$ cat src/rtl/vic_pkg.sv
// Shared definitions for the nibble-wide peripheral register bus:
// register addresses, CTRL/STATUS bit positions and nibble access helpers.
package vic_pkg;

  localparam logic [4:0] ADDR_CTRL   = 5'd0;
  localparam logic [4:0] ADDR_CMP0   = 5'd1;
  localparam logic [4:0] ADDR_CMP1   = 5'd2;
  localparam logic [4:0] ADDR_CMP2   = 5'd3;
  localparam logic [4:0] ADDR_CMP3   = 5'd4;
  localparam logic [4:0] ADDR_PRESC0 = 5'd5;
  localparam logic [4:0] ADDR_PRESC1 = 5'd6;
  localparam logic [4:0] ADDR_STATUS = 5'd7;
  localparam logic [4:0] ADDR_CNT0   = 5'd8;
  localparam logic [4:0] ADDR_CNT1   = 5'd9;
  localparam logic [4:0] ADDR_CNT2   = 5'd10;
  localparam logic [4:0] ADDR_CNT3   = 5'd11;
  localparam logic [4:0] ADDR_CLR    = 5'd12;

  localparam int unsigned CTRL_EN      = 0;
  localparam int unsigned CTRL_MODE    = 1;
  localparam int unsigned CTRL_ONESHOT = 2;
  localparam int unsigned CTRL_IE      = 3;

  localparam int unsigned STATUS_PEND  = 0;

  typedef enum logic {
    MODE_LEVEL = 1'b0,
    MODE_PULSE = 1'b1
  } irq_mode_e;

  // Read nibble idx of a zero-extended 16-bit register image.
  function automatic logic [3:0] nib_rd(input logic [15:0] v, input logic [1:0] idx);
    return v[{idx, 2'b00} +: 4];
  endfunction

  // Replace nibble idx of a 16-bit register image.
  function automatic logic [15:0] nib_wr(input logic [15:0] v, input logic [1:0] idx,
                                         input logic [3:0] nib);
    logic [15:0] r;
    r = v;
    r[{idx, 2'b00} +: 4] = nib;
    return r;
  endfunction

endpackage

$ cat src/rtl/irq_prescaler.sv
// Clock prescaler: counts 0..presc while enabled and emits tick on the
// cycle the count equals presc. A count left above a newly lowered presc
// wraps through zero before ticking again.
module irq_prescaler #(
  parameter int unsigned PRESC_W = 8
) (
  input  logic               clk,
  input  logic               rst,
  input  logic               en,
  input  logic               clr,
  input  logic [PRESC_W-1:0] presc,
  output logic               tick
);

  logic [PRESC_W-1:0] cnt_q, cnt_d;

  // Tick on terminal count, only while running.
  always_comb tick = en && (cnt_q == presc);

  // Advance or wrap while enabled; clear has priority.
  always_comb begin
    cnt_d = cnt_q;
    if (en) cnt_d = tick ? '0 : cnt_q + PRESC_W'(1);
    if (clr) cnt_d = '0;
  end

  // Count register.
  always_ff @(posedge clk) begin
    if (rst) cnt_q <= '0;
    else     cnt_q <= cnt_d;
  end

endmodule

$ cat src/rtl/irq_timer.sv
// Programmable interval timer with a single interrupt output (level or
// single-pulse), write-1-to-clear pending flag and nibble register bus.
module irq_timer
  import vic_pkg::*;
#(
  parameter int unsigned CNT_W   = 16,
  parameter int unsigned PRESC_W = 8
) (
  input  logic       clk,
  input  logic       rst,
  input  logic [4:0] i_regaddr,
  input  logic [3:0] i_data,
  input  logic       i_we,
  output logic [3:0] o_data,
  output logic       o_irq
);

  logic [3:0]         ctrl_q, ctrl_d;
  logic [CNT_W-1:0]   cmp_q, cmp_d;
  logic [CNT_W-1:0]   cnt_q, cnt_d;
  logic [PRESC_W-1:0] presc_q, presc_d;
  logic               pend_q, pend_d;
  logic               pulse_q, pulse_d;
  logic               tick, match, clr_wr, w1c;
  irq_mode_e          mode;

  irq_prescaler #(.PRESC_W(PRESC_W)) u_presc (
    .clk   (clk),
    .rst   (rst),
    .en    (ctrl_q[CTRL_EN]),
    .clr   (clr_wr),
    .presc (presc_q),
    .tick  (tick)
  );

  // Bus strobes, compare result and decoded mode.
  always_comb begin
    clr_wr = i_we && (i_regaddr == ADDR_CLR);
    w1c    = i_we && (i_regaddr == ADDR_STATUS) && i_data[STATUS_PEND];
    match  = tick && (cnt_q == cmp_q);
    mode   = irq_mode_e'(ctrl_q[CTRL_MODE]);
  end

  // Register file writes; a CTRL write overrides one-shot EN clearing.
  // Nibbles beyond the register width fall off in the truncating cast.
  always_comb begin
    ctrl_d  = ctrl_q;
    cmp_d   = cmp_q;
    presc_d = presc_q;
    if (match && ctrl_q[CTRL_ONESHOT]) ctrl_d[CTRL_EN] = 1'b0;
    if (i_we) begin
      if (i_regaddr == ADDR_CTRL) begin
        ctrl_d = i_data;
      end else if (i_regaddr >= ADDR_CMP0 && i_regaddr <= ADDR_CMP3) begin
        cmp_d = CNT_W'(nib_wr(16'(cmp_q), 2'(i_regaddr - ADDR_CMP0), i_data));
      end else if (i_regaddr >= ADDR_PRESC0 && i_regaddr <= ADDR_PRESC1) begin
        presc_d = PRESC_W'(nib_wr(16'(presc_q), 2'(i_regaddr - ADDR_PRESC0), i_data));
      end
    end
  end

  // Counter/compare and interrupt state; CLR beats match, match beats W1C.
  always_comb begin
    cnt_d = cnt_q;
    if (tick) cnt_d = match ? '0 : cnt_q + CNT_W'(1);
    if (clr_wr) cnt_d = '0;
    pend_d  = match | (pend_q & ~w1c);
    pulse_d = match && (mode == MODE_PULSE);
  end

  // State registers.
  always_ff @(posedge clk) begin
    if (rst) begin
      ctrl_q  <= '0;
      cmp_q   <= '0;
      presc_q <= '0;
      cnt_q   <= '0;
      pend_q  <= 1'b0;
      pulse_q <= 1'b0;
    end else begin
      ctrl_q  <= ctrl_d;
      cmp_q   <= cmp_d;
      presc_q <= presc_d;
      cnt_q   <= cnt_d;
      pend_q  <= pend_d;
      pulse_q <= pulse_d;
    end
  end

  // Combinational register read mux.
  always_comb begin
    o_data = '0;
    case (i_regaddr)
      ADDR_CTRL:                                 o_data = ctrl_q;
      ADDR_CMP0, ADDR_CMP1, ADDR_CMP2, ADDR_CMP3: o_data = nib_rd(16'(cmp_q), 2'(i_regaddr - ADDR_CMP0));
      ADDR_PRESC0, ADDR_PRESC1:                  o_data = nib_rd(16'(presc_q), 2'(i_regaddr - ADDR_PRESC0));
      ADDR_STATUS:                               o_data = {3'b000, pend_q};
      ADDR_CNT0, ADDR_CNT1, ADDR_CNT2, ADDR_CNT3: o_data = nib_rd(16'(cnt_q), i_regaddr[1:0]);
      default:                                   o_data = '0;
    endcase
  end

  // Interrupt output gated by IE, source selected by mode.
  always_comb o_irq = ctrl_q[CTRL_IE] & ((mode == MODE_PULSE) ? pulse_q : pend_q);

endmodule

$ cat config.mk
export PLATFORM = sky130hd
export DESIGN_NAME = irq_timer
export DESIGN_NICKNAME = d
export VERILOG_FILES = /design/src/rtl/vic_pkg.sv /design/src/rtl/irq_prescaler.sv /design/src/rtl/irq_timer.sv
export SDC_FILE = /design/constraint.sdc
export NUM_CORES = 1
export LEC_CHECK = 0
export ABC_AREA = 1
export BUFFER_PORTS_ARGS = -buffer_cell sky130_fd_sc_hd__buf_2
export CAP_MARGIN = 5
export CORE_ASPECT_RATIO = 1.25
export CORE_UTILIZATION = 40
export DETAILED_ROUTE_END_ITERATION = 7
export HOLD_SLACK_MARGIN = 0.03
export MAX_ROUTING_LAYER = met4
export PLACE_DENSITY_LB_ADDON = 0.12
export RECOVER_POWER = 50
export SLEW_MARGIN = 10
export SYNTH_ARGS = -nofsm -noshare
export SYNTH_HDL_FRONTEND = slang
export SYNTH_HIERARCHICAL = 1
export SYNTH_SLANG_ARGS = --single-unit
$ cat constraint.sdc
create_clock -name clk -period 7.3 [get_ports clk]
set_clock_uncertainty 0.15 [all_clocks]
set_input_delay 1.46 -clock clk [delete_from_list [all_inputs] [get_ports clk]]
set_output_delay 1.46 -clock clk [all_outputs]
set_load 0.05 [all_outputs]
# Yosys cells after proc, flatten, opt, wreduce, memory -nomap -nowiden
# Cells that the tools add are included.
# classes
reduce_logical	17
n_mux	9
n_shift	7
n_eq_ne	14
add_sub_neg	6
order_cmp	4
n_bitwise	6
# op_table
operator	count
16-bit by 5-bit variable part select with 4-bit output	3
16-bit bitwise mux	2
4-bit by 6-bit variable shift with 16-bit output, first input constant	2
4-bit by 6-bit variable part select with 16-bit output	2
5-bit by 4-bit == test with 1-bit output, second input constant	5
5-bit by 3-bit == test with 1-bit output, second input constant	4
4-bit case mux with 5 select lines	1
16-bit by 1-bit adder with 16-bit output, second input constant	1
16-bit == test	1
16-bit two-way mux	1
4-bit negation with 6-bit output	2
5-bit by 2-bit == test with 1-bit output, second input constant	2
5-bit by 3-bit less-or-equal comparator with 1-bit output, second input constant	2
1-bit logical AND	9
8-bit by 1-bit adder with 8-bit output, second input constant	1
8-bit == test	1
8-bit two-way mux	1
4-bit OR reduction	2
5-bit by 1-bit == test with 1-bit output, second input constant	1
5-bit by 1-bit greater-or-equal comparator with 1-bit output, second input constant	1
5-bit by 3-bit greater-or-equal comparator with 1-bit output, second input constant	1
5-bit zero test	1
1-bit two-way mux	4
4-bit AND reduction	1
7 further kinds	12
# word_totals
word_cells	71
out_inout_bits	5
regBits	54
inputBits	12

# Longest topological paths before layout
# Gate-level depths: netlist of run 1.
# logic_depth
depth_word	7
mapped_depth	14
ltp_nobuf	13

# By module
# The synthesis of run 1 kept the hierarchy.
# modules_own_cells
mod	cells_each	n_inst	seq_area_each_um2	area_per_inst_um2
irq_timer	541	1	920.9	3271.9
irq_prescaler	107	1	160.2	626.9

# Least setup slack after synthesis of run 1
# OpenSTA, ideal clock, no wires.
# synth_path
path_type	input port to output port
startpoint	input i_regaddr[0]
endpoint	output o_data[1]
path_slack_ns	2.430
path_stages	11
required_ns	5.690
path_buffers	4
arrival_ns	3.260
cell_sequence	buf_4 > inv_2 > buf_2 > buf_2 > ha_1 > clkbuf_1 > a21oi_1 > o21ai_0 > nand2_1 > nand3_1 > nand4_1
# synth_via
elab_chain_cells	3
elab_cells_between_ends	21
classes_between	add/sub: 2; eq/ne: 11; shift: 3; mux: 1; reduce/logical: 4
# synth_rtl
item	line	text
start: declaration	irq_timer.sv:11	input logic [4:0] i_regaddr,
2-bit by 1-bit subtractor with 2-bit output, or another cell as far along	irq_timer.sv:95, irq_timer.sv:96	
16-bit by 5-bit variable part select with 4-bit output, or another cell as far along	vic_pkg.sv:33	return v[{idx, 2'b00} +: 4];
4-bit case mux with 5 select lines *	irq_timer.sv:93	case (i_regaddr)
end: declaration	irq_timer.sv:14	output logic [3:0] o_data,
# Every way passes the cells marked *; elsewhere a longest branch is shown, timed or not.

# Final worst setup path of run 1
# layout_path
startpoint	input i_regaddr[0]
endpoint	output o_data[2]
# The elaborated chain is that of the path after synthesis.

==> summary.md, run 1 <==
| Metric | Value |
|---|---|
| GPL Wtd Cong | `0.928` |
| H-tree depth | `2` |
| Post_cts resized | `0` |
| Reg2Reg Capture Point | `cnt_q[13]$_SDFFE_PP0P_` |
| Synthesized cell area | `3900 µm²` |
| Initial Util | `41.8%` |
| Initial antenna violation count | `0` |
| Mean Syn Cell Area | `6.02 µm²` |
| Logic pwr share | `12.3%` |
| DR vias/cell | `5.02` |
| Most common cell after layout, fill and taps aside | `nand2_1` |
| Yosys reg bits | `54` |
| Final nets | `676` |
| Hold Buf Count CTS | `0` |
| Routed WL per cell | `15.4 µm` |
| Std-Cell Rows | `39` |
| Post-CTS Setup Bufs | `0` |
| Worst setup endpoint | `o_data[2]` |
| Maximum clock path buffer count | `2` |
| Pin slew with the least headroom to its limit | `0.845 ns` |
| Vias in the first global route | `3698` |
| Worst Path Max Fanout | `31` |
| DP Area | `4050 µm²` |
| Count of cell types in the netlist | `41` |
| P_int | `0.442 mW` |
| CTS tree | `done` |
| Cell area after layout | `4150 µm²` |
| Most frequent cells in the layout | `nand2_1 (190), inv_1 (84), nor2_1 (75)` |
| Post-synth top area share | `27.7%` |
| # Max-Cap Violations | `0` |
| Syn. warnings | `6` |
| Critical path class | `in2out` |
| I/O Buffers | `16` |
| Die Wd | `90.3 µm` |
| HP Class | `reg2reg` |
| First-pass GRT wire length | `19300 µm` |
| Adder-Cell Fraction of Synth Area | `2.57%` |
| # clock sinks | `54` |
| Initial drt markers | `290` |
| Worst R2R Setup Slack | `4.01 ns` |
| Total congestion overflow | `0` |
| Minimum clock period | `5.75 ns` |
| Dpl hpwl | `9610 µm` |
| Routed wire length | `12000 µm` |
| P per Cell Area | `147 nW/µm²` |
| Die area | `10100 µm²` |
| Root Driver | `clkbuf_16` |
| Die Y | `112 µm` |
| Share of the yosys chip area belonging to registers | `27.7%` |
| Combinational family with the most area after synthesis | `simple AND/OR/NAND/NOR gates` |
| Final hold vios | `0` |
| Layout cells sized above 1 | `11.4%` |
| Worst R2R Start | `u_presc/cnt_q[0]$_SDFFE_PP0P_` |
| Total core area | `9320 µm²` |
| Post-synthesis mux area share | `0%` |
| WHS | `0.345 ns` |
| Clk_lat worst skew | `0.30 ns` |
| Count of boundary I/O pins | `17` |
| FF-to-FF path depth | `13` |
| Post-Synthesis Cells | `648` |
| Clock power frac | `38.8%` |
| Setup-failing EPs final | `0` |
| Largest net degree at the start of global routing | `32` |
| Sw Pwr | `0.171 mW` |
| Xor/xnor share of the synthesized area | `3.15%` |
| Most area-hungry cell type in the Yosys netlist | `dfxtp_1` |
| Lkg Pwr | `1.90 nW` |
| Area delta synth->final | `6.55%` |
| Clock slew at reported path FFs | `0.07 ns` |
| RSZ-0062 raised after global routing | `no` |
| CP required | `5.69 ns` |
| Fin Setup TNS | `0 ns` |
| ANT nets after route | `0` |
| Period utilisation layout | `78.8%` |
| Worst EP arrival | `4.14 ns` |
| Total vias in the final route | `3913` |
| Fmax | `0.174 GHz` |
| Crit end category | `primary output` |
| Relative slew slack | `43.6%` |
| Synth Area in Compound Gates | `10.6%` |
| TritonCTS buffer count | `5` |
| Status | `finished clean` |
| Synth Area in Simple Gates | `44.2%` |
| Syn_nets | `668` |
| Total GRT Usage | `25.4%` |
| Pins over their slew limit | `0` |
| Switch share | `27.9%` |
| Drt pass-1 iters | `4` |
| Peak VDD IR | `0.0000854 V` |
| Reg power frac | `48.9%` |
| Crit path launch | `i_regaddr[0]` |
| Critical Path Source Type | `input pin` |
| Diodes inserted | `0` |
| Leading post-synthesis cells by cell area | `dfxtp_1 (28%), nand2_1 (18%), inv_1 (7.9%)` |
| Drt drc | `0` |
-- stage by stage --
| stage | total power [mW] | util, % | setup slack, ns | cells |
|---|---|---|---|---|
| 6_report | 0.612 | 44.6 | 1.55 | 779 |
| 5_1_grt | 0.640 | 44.6 | 1.19 | 779 |
| 4_1_cts | 0.621 | 44.9 | 1.84 | 779 |
| 3_5_place_dp | 0.382 | 43.5 | 1.85 | 772 |
| 3_3_place_gp | 0.382 | 43.5 | 1.93 | 772 |
| 2_1_floorplan | 0.362 | - | 2.43 | 648 |
-- flip-flops by register name (all words and copies together), names as in the netlist --
signal,count
cmp_q,16
cnt_q,16
ctrl_q,4
pend_q,1
presc_q,8
pulse_q,1
u_presc/cnt_q,8
-- kinds of logic (layout without fill, tap and decap cells) --
| group | after synthesis | in the layout |
|---|---|---|
| xor+xnor | 14 | 14 |
| simple gates | 382 | 382 |
| compound gates | 78 | 78 |
| buf+inv | 112 | 120 |
| flops | 54 | 54 |
| fa+ha+maj | 8 | 8 |
-- power groups by stage --
stage | Sequential [mW] | Clock (mW) | Combinational, mW
floorplan | 0.305 | 0 | 0.0573
global placement | 0.306 | 0 | 0.0756
detailed placement | 0.306 | 0 | 0.0763
CTS | 0.299 | 0.245 | 0.0767
global route | 0.300 | 0.256 | 0.0849
finish | 0.299 | 0.237 | 0.0755
-- area by class of cell --
class                           instances  area [µm²]
Clock buffer                            5         125
Clock inverter                          2        10.0
Fill cell                            1064        5170
Inverter                               96         362
Multi-Input combinational cell        482        2340
Sequential cell                        54        1080
Tap cell                              123         154
Timing Repair Buffer                   17        82.6
-- synthesized netlist by cell type (all sizes together) --
library cell and n:
clkinv 1, nand3b 1, nand4 10, a21o 1, o211ai 2, a31oi 1, and2 1, inv 95
nor3 12, buf 11, dfxtp 54, a21oi 35, nand2 198, or2 2, clkbuf 5, xnor2 5
nor4 2, nand3 57, o21ai 37, xor2 9, nor3b 1, o2111ai 2, ha 8, nor2 97
and3 1
-- worst min path at each step --
stage                     cells past startpoint                   start                  to  slack, ns
after floorplan                               2  ctrl_q[1]$_SDFFE_PP0P_  pulse_q$_SDFF_PP0_       0.31
after global placement                        2       pend_q$_SDFF_PP0_   pend_q$_SDFF_PP0_       0.34
after detailed placement                      2       pend_q$_SDFF_PP0_   pend_q$_SDFF_PP0_       0.34
after CTS                                     2       pend_q$_SDFF_PP0_   pend_q$_SDFF_PP0_       0.35
after global routing                          2       pend_q$_SDFF_PP0_   pend_q$_SDFF_PP0_       0.39
final                                         2       pend_q$_SDFF_PP0_   pend_q$_SDFF_PP0_       0.35
-- per-layer routing --
metal | routed length (µm) | GRT usage, %
met2 | 5910 | 43.9
met3 | 418 | 3.18
met4 | 348 | 10.1
met5 | 0 | -
met1 | 5310 | 29.9
-- worst max-delay path, cell delays in order --
cell     delay [ns]
buf_2          0.40
inv_1          0.52
ha_1           0.70
inv_1          0.21
a21oi_1        0.15
o21ai_0        0.10
nand2_1        0.12
nand3_1        0.07
nand4_1        0.11
buf_2          0.26
Power figures use the tool's default switching activity.
==> run 2: changes to the inputs <==
==> constraint.sdc (replaced) <==
create_clock -name clk -period 5.8 [get_ports clk]
set_clock_uncertainty 0.15 [all_clocks]
set_input_delay 1.16 -clock clk [delete_from_list [all_inputs] [get_ports clk]]
set_output_delay 1.16 -clock clk [all_outputs]
set_load 0.05 [all_outputs]
==> summary.md, run 2 (synthesis results as in run 1) <==
| Metric | Value |
|---|---|
| Status | `finished clean` |
| Final nets | `677 (+0.15%)` |
| Critical Path Source Type | `input pin` |
| Slowest CP cell | `ha_1` |
| FF-to-FF path depth | `13 (unchanged)` |
| Cell area after layout | `4180 µm² (+0.63%)` |
| Initial Util | `41.8% (unchanged)` |
| FF+latch area | `1080 µm² (unchanged)` |
| Worst EP arrival | `3.29 ns (-0.85 ns)` |
| Crit end category | `primary output` |
| Critical Path Stages | `10 (unchanged)` |
| Count of boundary I/O pins | `17 (unchanged)` |
| Post-CTS Setup Bufs | `0 (unchanged)` |
| Worst Path Max Fanout | `31 (unchanged)` |
| Die area | `10100 µm² (unchanged)` |
| Die Wd | `90.3 µm (unchanged)` |
| Multi-input logic area | `2330 µm² (-0.32%)` |
| Crit path buffers/inverters | `4 (unchanged)` |
| GPL Wtd Cong | `0.961 (+3.5%)` |
| Critical-path cell list | `buf_2 > inv_1 > ha_1 > inv_1 > a21oi_1 > o21ai_0 > nand2_1 > nand3_1 > nand4_1 > buf_2` |
| # Max-Cap Violations | `0 (unchanged)` |
| Largest net degree at the start of global routing | `32 (unchanged)` |
| Hold Buf Count CTS | `0 (unchanged)` |
| Area delta synth->final | `7.22%` |
| Worst setup endpoint | `o_data[2]` |
| Post_cts resized | `0 (unchanged)` |
| RSZ-0062 raised after global routing | `no` |
| Pins over their slew limit | `0 (unchanged)` |
| Fillers | `1032 (-3.0%)` |
| Initial antenna violation count | `0 (unchanged)` |
| Pin slew with the least headroom to its limit | `0.709 ns (-0.136 ns)` |
| Drt pass-1 iters | `5 (+1)` |
| Sw Pwr | `0.218 mW (+28%)` |
| Vias in the first global route | `3761 (+1.7%)` |
| Std-Cell Rows | `39 (unchanged)` |
| Die Y | `112 µm (unchanged)` |
| Diodes inserted | `0 (unchanged)` |
| DR vias/cell | `5.02 (-0.15%)` |
| Critical path's top delay family | `buffers and inverters` |
| Dpl hpwl | `9790 µm (+1.8%)` |
| Relative slew slack | `52.7% (+9.1 points)` |
| Worst path max stage delay | `0.57 ns (-0.13 ns)` |
| Routed WL per cell | `15.6 µm (+1.3%)` |
| Fmax | `0.217 GHz` |
| Crit path launch | `i_regaddr[0]` |
| HP Class | `reg2reg` |
| Layout cells sized above 1 | `11.9% (+0.42 points)` |
| Clock power frac | `41.2% (+2.4 points)` |
| Initial drt markers | `227 (-22%)` |
| Worst R2R Setup Slack | `2.18 ns (-1.83 ns)` |
| H-tree depth | `2 (unchanged)` |
| Hold Crit Start | `pend_q$_SDFF_PP0_` |
| Reg2Reg Capture Point | `cnt_q[8]$_SDFFE_PP0P_` |
| Largest regs | `cmp_q: 16 flops, cnt_q: 16 flops` |
| Total congestion overflow | `0 (unchanged)` |
| Minimum clock period | `4.60 ns` |
| Drt drc | `0 (unchanged)` |
| CTS tree | `done` |
| Worst R2R Start | `u_presc/cnt_q[0]$_SDFFE_PP0P_` |
| P_int | `0.585 mW (+32%)` |
| Critical path class | `in2out` |
| Root Driver | `clkbuf_16` |
| Clock slew at reported path FFs | `0.07 ns (about the same)` |
| Slack of the critical path | `1.20 ns (-0.350 ns)` |
| Place WS | `1.30 ns (-0.555 ns)` |
| DP Area | `4060 µm² (+0.19%)` |
| I/O Buffers | `16 (unchanged)` |
| Total GRT Usage | `25.9% (+0.44 points)` |
| Reg power frac | `46.9% (-2.0 points)` |
| P per Cell Area | `192 nW/µm² (+30%)` |
| First-pass GRT wire length | `19700 µm (+2.0%)` |
| Clk_lat worst skew | `0.30 ns (about the same)` |
| Period utilisation layout | `79.3%` |
| Most common cell after layout, fill and taps aside | `nand2_1` |
| Most frequent cells in the layout | `nand2_1 (189), inv_1 (84), nor2_1 (74)` |
| Total vias in the final route | `3917 (+0.10%)` |
| Total core area | `9320 µm² (unchanged)` |
| Maximum clock path buffer count | `2 (unchanged)` |
| ANT nets after route | `0 (unchanged)` |
| Setup-failing EPs final | `0 (unchanged)` |
| Final hold vios | `0 (unchanged)` |
| CP required | `4.49 ns (-1.20 ns)` |
| Switch share | `27.1% (-0.72 points)` |
| Lkg Pwr | `1.91 nW (+0.47%)` |
| Peak VDD IR | `0.000124 V (+45%)` |
| # clock sinks | `54 (unchanged)` |
| Fin Setup TNS | `0 ns (unchanged)` |
| Logic pwr share | `11.9% (-0.4 points)` |
| TritonCTS buffer count | `5 (unchanged)` |
| Routed wire length | `12200 µm (+1.5%)` |
run 2: per-layer routing:
layer  share of wire [%]  vias to the layer above  GRT usage [%]  wire length [µm]
met4                 2.4                        0           7.53               295
met1                  44                     1780           31.3              5390
met3                 3.8                       15           3.25               457
met5                   0                        -              -                 0
li1                    -                     2056              -                 -
met2                  50                       66           44.9              6030
run 2: layout make-up:
cell class,instances,area share (%)
clock buffer,7,3.65
inverter,96,8.65
clock inverter,1,0.210
timing repair buffer,18,2.16
sequential,54,25.9
tap,123,3.68
multi-input combinational,482,55.8
run 2: how the worst min path moves through the flow:
stage,to,cells after the start
2_1_floorplan,pulse_q$_SDFF_PP0_,2
3_3_place_gp,pulse_q$_SDFF_PP0_,2
3_5_place_dp,pend_q$_SDFF_PP0_,2
4_1_cts,pend_q$_SDFF_PP0_,2
5_1_grt,pend_q$_SDFF_PP0_,2
6_report,pend_q$_SDFF_PP0_,2
run 2: worst reg2reg max path: stages, from the launching register on:
cell	delay [ns]
dfxtp_1	0.42
inv_1	0.11
nand2_1	0.08
and2_0	0.15
nand4_1	0.09
nor4_1	0.36
clkbuf_1	0.43
inv_1	0.25
a21oi_1	0.17
nand3b_1	0.12
nor2_2	0.09
nand3_1	0.30
nand2_1	0.63
nor2_1	0.11
run 2: power groups by stage:
stage	logic [mW]	registers (mW)	clock network (mW)
final	0.0957	0.377	0.330
after global routing	0.108	0.377	0.353
after CTS	0.0972	0.377	0.339
after detailed placement	0.0968	0.385	0
after global placement	0.0962	0.385	0
after floorplan	0.0721	0.384	0
run 2: stage by stage:
| step | std cells | total power, mW | hold slack, ns | utilization (%) |
|---|---|---|---|---|
| finish | 781 | 0.803 | 0.346 | 44.9 |
| global route | 781 | 0.838 | 0.374 | 44.9 |
| CTS | 781 | 0.813 | 0.347 | 45.3 |
| detailed placement | 773 | 0.482 | 0.338 | 43.5 |
| global placement | 773 | 0.482 | 0.339 | 43.5 |
| floorplan | 648 | 0.456 | 0.308 | - |
==> run 3: changes to the inputs <==
--- a/config.mk
+++ b/config.mk
@@ -5,7 +5,7 @@
 export SDC_FILE = /design/constraint.sdc
 export NUM_CORES = 1
 export LEC_CHECK = 0
-export ABC_AREA = 1
+export ABC_AREA = 0
 export BUFFER_PORTS_ARGS = -buffer_cell sky130_fd_sc_hd__buf_2
 export CAP_MARGIN = 5
 export CORE_ASPECT_RATIO = 1.25
==> constraint.sdc (replaced) <==
create_clock -name clk -period 4.2 [get_ports clk]
set_clock_uncertainty 0.15 [all_clocks]
set_input_delay 0.84 -clock clk [delete_from_list [all_inputs] [get_ports clk]]
set_output_delay 0.84 -clock clk [all_outputs]
set_load 0.05 [all_outputs]
==> summary.md, run 3 <==
| Metric | Value |
|---|---|
| Worst EP arrival | `2.91 ns (-0.38 ns)` |
| Share of the yosys chip area belonging to registers | `31.6% (+3.9 points)` |
| Synthesized cell area | `3420 µm² (-12%)` |
| Peak VDD IR | `0.000194 V (+56%)` |
| Drt pass-1 iters | `6 (+1)` |
| Pin slew with the least headroom to its limit | `0.884 ns (+0.176 ns)` |
| Reg power frac | `53.1% (+6.2 points)` |
| Layout cells sized above 1 | `13.7% (+1.8 points)` |
| Non-Filler Instances | `477 (-39%)` |
| Mean Syn Cell Area | `9.09 µm² (+51%)` |
| Post-synthesis mux area share | `9.08% (+9.1 points)` |
| Hold Buf Count CTS | `0 (unchanged)` |
| TritonCTS buffer count | `5 (unchanged)` |
| Sw Pwr | `0.248 mW (+14%)` |
| DP Area | `3500 µm² (-14%)` |
| Dominant synthesized flop cell | `dfxtp_1` |
| # Max-Cap Violations | `0 (unchanged)` |
| FF-to-FF path depth | `7 (-6)` |
| P_int | `0.719 mW (+23%)` |
| Fillers | `840 (-19%)` |
| Critical-path cell list | `buf_2 > inv_1 > ha_1 > nor4_1 > nor4b_1 > a22oi_1 > o211ai_1 > buf_2` |
| Initial drt markers | `237 (+4.4%)` |
| Vias in the first global route | `2919 (-22%)` |
| Most area-hungry cell type in the Yosys netlist | `dfxtp_1` |
| Combinational family with the most area after synthesis | `simple AND/OR/NAND/NOR gates` |
| Fin Setup TNS | `0 ns (unchanged)` |
| Count leader, synth | `dfxtp_1` |
| Largest regs | `cmp_q: 16 flops, cnt_q: 16 flops` |
| Fmax | `0.256 GHz` |
| Clock power frac | `38.1% (-3.1 points)` |
| Critical path's top delay family | `simple AND/OR/NAND/NOR gates` |
| RSZ-0062 raised after global routing | `no` |
| Pins over their slew limit | `0 (unchanged)` |
| Diodes inserted | `0 (unchanged)` |
| CP required | `3.21 ns (-1.28 ns)` |
| Yosys reg bits | `54 (unchanged)` |
| Largest net degree at the start of global routing | `35 (+9.4%)` |
| Top cells by count, synth | `dfxtp_1 (54), xnor2_1 (27), nand2_1 (23), nand3_1 (23), a21oi_1 (21)` |
| Hold Crit Start | `cmp_q[13]$_SDFFE_PP0P_` |
| Power Total | `0.968 mW (+21%)` |
| Die area | `8920 µm² (-12%)` |
| Leading post-synthesis cells by cell area | `dfxtp_1 (32%), xnor2_1 (6.9%), mux4_2 (5.3%)` |
| Post-Synthesis Cells | `376 (-42%)` |
| Root Driver | `clkbuf_8` |
| Clock slew at reported path FFs | `0.11 ns (+0.04 ns)` |
| Crit path top cell by count | `buf_2` |
| Syn_nets | `396 (-41%)` |
| Adder-Cell Fraction of Synth Area | `2.93% (+0.36 points)` |
| First-pass GRT wire length | `15500 µm (-21%)` |
| Total GRT Usage | `22.8% (-3.0 points)` |
| Routed wire length | `9170 µm (-25%)` |
| Lkg Pwr | `1.25 nW (-34%)` |
| Hold Crit Endpoint | `cmp_q[13]$_SDFFE_PP0P_` |
| Final hold vios | `0 (unchanged)` |
| Drt drc | `0 (unchanged)` |
| Crit end category | `primary output` |
| Worst R2R Setup Slack | `1.32 ns (-0.86 ns)` |
| Routed WL per cell | `19.2 µm (+23%)` |
| Most common cell after layout, fill and taps aside | `dfxtp_1` |
| Period utilisation layout | `92.9%` |
| Post-CTS Setup Bufs | `0 (unchanged)` |
| Crit path buffers/inverters | `3 (-1)` |
| Dpl hpwl | `7060 µm (-28%)` |
| CTS tree | `done` |
| Reg2Reg Capture Point | `cnt_q[6]$_SDFFE_PP0P_` |
| I/O Buffers | `16 (unchanged)` |
| Syn. warnings | `6 (unchanged)` |
| Die Y | `105 µm (-6.3%)` |
| H-tree depth | `2 (unchanged)` |
| Minimum clock period | `3.90 ns` |
| Count of cell types in the netlist | `56 (+37%)` |
| Area delta synth->final | `5.12%` |
| DR vias/cell | `5.98 (+19%)` |
| Initial Util | `41.5% (-0.35 points)` |
| Worst R2R Start | `u_presc/cnt_q[2]$_SDFFE_PP0P_` |
| ANT nets after route | `0 (unchanged)` |
| Count of boundary I/O pins | `17 (unchanged)` |
| Slowest CP cell | `nor4b_1` |
| Total vias in the final route | `2851 (-27%)` |
| Post_cts resized | `0 (unchanged)` |
| Most frequent cells in the layout | `dfxtp_1 (54), xnor2_1 (27), nand2_1 (23), nand3_1 (23), a21oi_1 (21)` |
| Critical path class | `in2out` |
| Synth Area in Compound Gates | `16.2% (+5.6 points)` |
| Final nets | `399 (-41%)` |
| Xor/xnor share of the synthesized area | `11.5% (+8.4 points)` |
| Status | `finished clean` |
| Die Wd | `84.7 µm (-6.2%)` |
| Switch share | `25.7% (-1.5 points)` |
| GPL Wtd Cong | `0.892 (-7.2%)` |
| Critical Path Source Type | `input pin` |
| HP Class | `reg2reg` |
| Placed cells | `469 (-39%)` |
| Logic pwr share | `8.8% (-3.1 points)` |
| # clock sinks | `54 (unchanged)` |
| Total core area | `8240 µm² (-12%)` |
| Hold Crit Depth | `2 (unchanged)` |
| P per Cell Area | `269 nW/µm² (+40%)` |
| Worst path max stage delay | `0.63 ns (+0.06 ns)` |
| Post-synth EDFFs | `0 (unchanged)` |
| Clk_lat worst skew | `0.31 ns (about the same)` |
| Total congestion overflow | `0 (unchanged)` |
| Maximum clock path buffer count | `2 (unchanged)` |
| Std-Cell Rows | `37 (-5.1%)` |
| Setup-failing EPs final | `0 (unchanged)` |
| Async SR Flop Fraction | `0% (unchanged)` |
| Initial antenna violation count | `0 (unchanged)` |
| Synth Area in Simple Gates | `23.6% (-21 points)` |
| Relative slew slack | `41.1% (-12 points)` |
| Post-synth top area share | `31.6% (+3.9 points)` |
| Worst Path Max Fanout | `11 (-65%)` |
| Cell area after layout | `3590 µm² (-14%)` |
==> run 3: changes by cell type after synthesis, sizes merged, moves of 22 or more <==
cell	before	now
nand3	57	23
nor2	97	21
o21ai	37	6
inv	95	7
xnor2	5	27
nand2	198	23
==> run 3: worst max path at each step <==
stage / slack (ns) / depth (start not counted) / end / start
after global placement: 0.43 / 8 / o_data[0] / i_regaddr[1]
after detailed placement: 0.36 / 8 / o_data[0] / i_regaddr[1]
after CTS: 0.36 / 8 / o_data[0] / i_regaddr[1]
after floorplan: 0.15 / 8 / o_data[1] / i_regaddr[0]
after global routing: 0.02 / 8 / o_data[0] / i_regaddr[1]
final: 0.30 / 8 / o_data[0] / i_regaddr[1]
==> run 3: logic make-up after synthesis <==
family                     count (synthesis)
xor gates and xnor gates                  45
DFF                                       54
adders and majority gates                  8
AOI/OAI and AO/OA                         73
and+or+nand+nor                          144
buffers and inverters                     31
muxes                                     21
==> run 3: through the flow <==
step / hold WS (ns) / worst slack [ns] / util (%)
finish: 0.362 / 0.297 / 43.6
global route: 0.387 / 0.0213 / 43.6
CTS: 0.363 / 0.360 / 43.9
detailed placement: 0.347 / 0.365 / 42.5
global placement: 0.341 / 0.435 / 42.5
floorplan: 0.295 / 0.154 / -
==> run 3: tightest hold or removal path, delay by kind of cell (launching register included) <==
kind / cells / cell delay, ns
and+or+nand+nor: 1 / 0.07
AOI/OAI and AO/OA: 1 / 0.05
DFF: 1 / 0.36
==> run 3: final cells by class <==
| class | count | area [µm²] | share of cell area, % |
|---|---|---|---|
| multi-input combinational | 291 | 2150 | 59.7 |
| sequential | 54 | 1080 | 30.1 |
| tap | 97 | 121 | 3.38 |
| timing repair buffer | 20 | 101 | 2.82 |
| clock buffer | 5 | 68.8 | 1.92 |
| clock inverter | 3 | 47.5 | 1.32 |
| inverter | 7 | 26.3 | 0.731 |
==> run 3: power by group through the flow <==
stage	clock network [mW]	registers (mW)	logic, mW
floorplan	0	0.525	0.0608
global placement	0	0.526	0.0852
detailed placement	0	0.526	0.0850
CTS	0.382	0.514	0.0855
global route	0.399	0.514	0.0942
finish	0.369	0.514	0.0848
==> run 3: layer usage <==
| metal | global-route usage [%] | part of all wire [%] |
|---|---|---|
| met3 | 4.07 | 4.4 |
| met1 | 28.8 | 45 |
| met5 | - | 0 |
| met2 | 35.4 | 47 |
| met4 | 10.8 | 3.9 |
